<file path="config.mk">
export PLATFORM = sky130hd
export DESIGN_NAME = fifo_flow_ctrl
export DESIGN_NICKNAME = d
export VERILOG_FILES = /design/src/rtl/fifo_flow_ctrl.sv
export SDC_FILE = /design/constraint.sdc
export NUM_CORES = 1
export LEC_CHECK = 0
export ABC_CLOCK_PERIOD_IN_PS = 3050
export BUFFER_PORTS_ARGS = -buffer_cell sky130_fd_sc_hd__buf_2
export CAP_MARGIN = 20
export CORE_MARGIN = 10
export CORE_UTILIZATION = 42
export DETAILED_ROUTE_END_ITERATION = 7
export MAX_ROUTING_LAYER = met4
export PLACE_DENSITY = 0.77
export SLEW_MARGIN = 30
export SYNTH_ARGS = -nofsm -noshare
export SYNTH_HDL_FRONTEND = slang
export SYNTH_SLANG_ARGS = --single-unit
</file>
<file path="constraint.sdc">
create_clock -name clk -period 3.05 [get_ports clk]
set_clock_uncertainty 0.05 [all_clocks]
set_input_delay 0.61 -clock clk [delete_from_list [all_inputs] [get_ports clk]]
set_output_delay 0.61 -clock clk [all_outputs]
set_load 0.01 [all_outputs]
</file>
<file path="src/rtl/fifo_flow_ctrl.sv">
// fifo_flow_ctrl: write/read sequencing for a pointer-addressed FIFO datapath.
// Two producers share the write port under round-robin arbitration; the
// consumer pops with a one-cycle read latency. A drain request stops new
// pushes, empties the FIFO and parks the controller in HALTED.
module fifo_flow_ctrl #(
  parameter int data_width         = 10,
  parameter int address_width      = 3,
  parameter int almost_full_level  = 7,
  parameter int almost_empty_level = 1
) (
  input  logic                     clk,
  input  logic                     reset,
  input  logic                     req0,
  input  logic [data_width-1:0]    data0,
  input  logic                     req1,
  input  logic [data_width-1:0]    data1,
  output logic                     gnt0,
  output logic                     gnt1,
  input  logic                     pop_req,
  input  logic                     drain,
  output logic                     wr_enable,
  output logic                     rd_enable,
  output logic [address_width-1:0] wr_ptr,
  output logic [address_width-1:0] rd_ptr,
  output logic [data_width-1:0]    fifo_data_in,
  output logic                     pop_valid,
  output logic [address_width:0]   count,
  output logic                     full,
  output logic                     empty,
  output logic                     almost_full,
  output logic                     almost_empty,
  output logic                     err_underflow,
  output logic                     drain_done
);

  localparam logic [address_width:0] depth_c = (address_width+1)'(2**address_width);
  localparam logic [address_width:0] af_c    = (address_width+1)'(almost_full_level);
  localparam logic [address_width:0] ae_c    = (address_width+1)'(almost_empty_level);

  typedef enum logic [1:0] {RUN = 2'd0, DRAIN = 2'd1, HALTED = 2'd2} state_t;

  state_t state, state_nxt;
  logic   last_grant;  // 1: producer 1 was granted last, so producer 0 wins a tie
  logic   push_ok;

  assign full         = (count == depth_c);
  assign empty        = (count == '0);
  assign almost_full  = (count >= af_c);
  assign almost_empty = (count <= ae_c);

  // state register
  always_ff @(posedge clk) begin
    if (reset) state <= RUN;
    else       state <= state_nxt;
  end

  // next-state: a drain dropped early returns to RUN before it can halt
  always_comb begin
    state_nxt = state;
    case (state)
      RUN:     if (drain) state_nxt = DRAIN;
      DRAIN:   if (!drain) state_nxt = RUN;
               else if (empty && !pop_valid) state_nxt = HALTED;
      HALTED:  if (!drain) state_nxt = RUN;
      default: state_nxt = RUN;
    endcase
  end

  // outputs: grant gating on current state, round-robin tie break, pop gating
  always_comb begin
    push_ok      = (state == RUN) && !full && !reset;
    gnt0         = push_ok && req0 && (!req1 || last_grant);
    gnt1         = push_ok && req1 && (!req0 || !last_grant);
    wr_enable    = gnt0 | gnt1;
    fifo_data_in = gnt1 ? data1 : data0;
    rd_enable    = pop_req && !empty && (state != HALTED) && !reset;
    drain_done   = (state == HALTED);
  end

  // pointers, occupancy, read-valid pipeline, sticky underflow, arbiter history
  always_ff @(posedge clk) begin
    if (reset) begin
      wr_ptr        <= '0;
      rd_ptr        <= '0;
      count         <= '0;
      pop_valid     <= 1'b0;
      err_underflow <= 1'b0;
      last_grant    <= 1'b1;
    end else begin
      if (wr_enable) wr_ptr <= wr_ptr + address_width'(1);
      if (rd_enable) rd_ptr <= rd_ptr + address_width'(1);
      case ({wr_enable, rd_enable})
        2'b10:   count <= count + (address_width+1)'(1);
        2'b01:   count <= count - (address_width+1)'(1);
        default: count <= count;
      endcase
      pop_valid <= rd_enable;
      if (pop_req && empty) err_underflow <= 1'b1;
      if (gnt0)      last_grant <= 1'b0;
      else if (gnt1) last_grant <= 1'b1;
    end
  end

  // occupancy must stay within 0..depth; a violation is a controller bug
  always_ff @(posedge clk) begin
    if (!reset) begin
      assert (count <= depth_c);
      assert (!(wr_enable && !rd_enable && full));
      assert (!(rd_enable && !wr_enable && empty));
    end
  end

endmodule

</file>
==> run_results.csv <==
group,metric,value,unit
flow_run,drv_cap,0,
power,p_total,0.6273,mW
synthesis,yosys.cell_types.count,34,
placement,dp_hpwl,2468,um
sta,rsz0062_at_grt,"no",
min_path,min_from,"rd_ptr[2]",
synthesis,synth_top_flop_cell,"dfxtp_1",
die,io_pins,57,
layout,syn_to_final_growth,35.88,%
min_path,min_path_cells,1,
drt,drt-vias-per-instance,5.165,
sta,fmax,340.3,MHz
synthesis,syn-num-nets,135,
global_route,grt_pass1_wl,4560,um
worst_setup_path,rr_endpoint,"count[3]",
synthesis,synth_edf_count,0,
die,rows,17,
cts,root_buffer,"clkbuf_4",
global_route,grt_usage,0.1322,
global_route,grt-ovfl-total,0,
power,power_leakage,0.6856,nW
layout,post-route-util,0.5854,
worst_setup_path,arrival,3070,ps
drt,drtAntennaViolNets,0,
drt,drc,0,
cts,worstSkewPairLatency,290,ps
cts,h-tree-depth,1,
die,start_util,0.4308,
power,ir_worst_vdd,0.3612,mV
drt,dr.first_iter.drc_count,27,
placement,io_buffer_count,56,
worst_setup_path,cp-start-kind,"flip-flop",
worst_setup_path,rr_worst_depth,9,
worst_setup_path,crit_type,"reg -> reg",
sta,fin_crit_sh,0.9635,
sta,slew_headroom,0.6731,
power,sw_frac_of_total,0.3842,
drt,wl,2923,um
cts,cts_buffer_depth,2,
sta,fin_crit,2939,ps
die,dieHeight,67.18,um
cts,hold_buffers,0,
drt,routedWlPerCell,15.55,um
global_route,grt_antenna_before_repair,0,
sta,hold_viol,0,
layout,final.fill_count,219,
cts,numCtsBuffers,3,
cts,cts_tree,"built",
power,power_frac_seq,0.396,
power,intPower,0.3863,mW
sta,finalMaxSlewViolations,0,
global_route,grt_max_degree,16,
global_route,grt_pass1_vias,951,
sta,setup_tns,0,ps
synthesis,ys_warn_count,0,
power,power_density,494.0,nW/um2
sta,finalSetupViolations,0,
synthesis,synthCells,103,
cts,path_clk_slew,90,ps
layout,drive_gt1_frac,0.5063,
synthesis,netlist_area,934.6,um2
synthesis,ys_seq_area_frac,0.3213,
die,die_w,67.18,um
die,core_area,2170,um2
layout,nNetsFinal,193,
worst_setup_path,crit_path_end_kind,"flip-flop",
worst_setup_path,r2r-start,"count[1]",
synthesis,async_flop_share,0,
layout,antenna_cells,0,
min_path,hold_path_class,"reg -> reg",
power,combPwrFrac,0.420,
worst_setup_path,rrSetupSlack,110,ps
status,status,"complete, no violations",
cts,cts_sinks,15,
min_path,min_to,"rd_ptr[2]",
worst_setup_path,required,3180,ps
worst_setup_path,crit_fanout,7,
die,dieArea,4512,um2
placement,gp_congestion,0.8334,
sta,tightest_slew,489.1,ps
synthesis,syn_area_per_cell,9.074,um2
power,power.switching,0.2410,mW
drt,vias,971,
drt,firstDrtPassIters,4,
synthesis,ys_ff_latch,15,
power,p_clk_frac,0.184,
[logic make-up (layout without fill, tap and decap cells)]
family / Yosys count / in the layout / share of synthesized area
fa+ha+maj: 6 / 6 / 0.08032
xor+xnor: 2 / 2 / 0.01875
simple gates: 32 / 32 / 0.2129
buf+inv: 14 / 71 / 0.05890
compound gates: 21 / 21 / 0.1540
mux: 13 / 13 / 0.1540
flops: 15 / 15 / 0.3213
[Yosys cell counts, drive strengths merged (3+ instances only)]
library cell | n | share of area
nor3 | 4 | 0.021
a21oi | 5 | 0.027
nand2b | 3 | 0.020
o31ai | 4 | 0.032
o21ai | 4 | 0.021
ha | 6 | 0.080
dfxtp | 15 | 0.32
o311ai | 3 | 0.028
inv | 11 | 0.044
nor2 | 8 | 0.032
mux2 | 11 | 0.13
[worst max path at each step]
| stage | startpoint | slack [ps] | to | depth (start not counted) |
|---|---|---|---|---|
| finish | count[1] | 110 | count[3] | 9 |
| global route | count[1] | 3 | count[3] | 9 |
| CTS | count[0] | 70 | count[3] | 9 |
| detailed placement | count[0] | 80 | count[3] | 9 |
| global placement | count[0] | 220 | count[3] | 9 |
| floorplan | count[0] | 100 | count[3] | 9 |
[sequential cells by signal (all words and copies together) (netlist names)]
| name | count |
|---|---|
| rd_ptr | 3 |
| count | 4 |
| wr_ptr | 3 |
| state | 2 |
| last_grant | 1 |
| pop_valid | 1 |
| err_underflow | 1 |
[metal layers]
layer,up-vias,global-route usage,wire (um),part of all wire
li1,489,-,-,-
met1,466,0.1333,1112,0.38
met2,11,0.2476,1697,0.58
met3,5,0.03967,99,0.034
met4,0,0.02308,12,0.0041
met5,-,-,0,0
[timing repair]
item,4_1_cts,5_1_grt
endpoints found under the setup margin,0,1
gates resized for setup,0,1
setup buffers,0,0
[cell usage in the layout (no fill, tap or decap), drive strengths merged, types with 3 or more instances in the layout]
cell type,synthesis,final
a21oi,5,5
buf,2,56
clkbuf,1,3
dfxtp,15,15
ha,6,6
inv,11,11
mux2,11,11
nand2b,3,3
nor2,8,8
nor3,4,4
o21ai,4,4
o311ai,3,3
o31ai,4,4
[worst max-delay path, stage by stage, from the launching register on]
cell and delay [ps]:
dfxtp_1 400, inv_1 100, ha_1 250, or3b_2 270
inv_1 120, nor3_2 230, ha_1 280, or4b_2 610
a21oi_1 180, mux2_2 340
[stage by stage]
stage / std cells / hold slack, ps / instance area, um2 / setup WS [ps]
6_report: 188 / 416.6 / 1270 / 111.2
4_1_cts: 188 / 421.1 / 1269 / 66.54
3_5_place_dp: 184 / 404.9 / 1241 / 79.14
3_3_place_gp: 184 / 390.3 / 1241 / 217.1
2_1_floorplan: 103 / 393.3 / 939.7 / 100.5
5_1_grt: 188 / 449.8 / 1270 / 2.799
[power groups by stage]
stage	sequential [mW]	combinational [mW]	clock, mW
floorplan	0.257	0.158	0
global placement	0.249	0.255	0
detailed placement	0.251	0.267	0
CTS	0.247	0.267	0.121
global route	0.253	0.298	0.127
finish	0.248	0.264	0.115
[layout make-up]
cell class | count | area [um2] | share of cell area
clock inverter | 1 | 5.005 | 0.003941
sequential | 15 | 301.5 | 0.2374
multi-input combinational | 74 | 584.3 | 0.4601
clock buffer | 3 | 22.52 | 0.01773
timing repair buffer | 56 | 280.3 | 0.2207
inverter | 11 | 41.29 | 0.03251
tap | 28 | 35.03 | 0.02759
(Power assumes the default switching activity.)
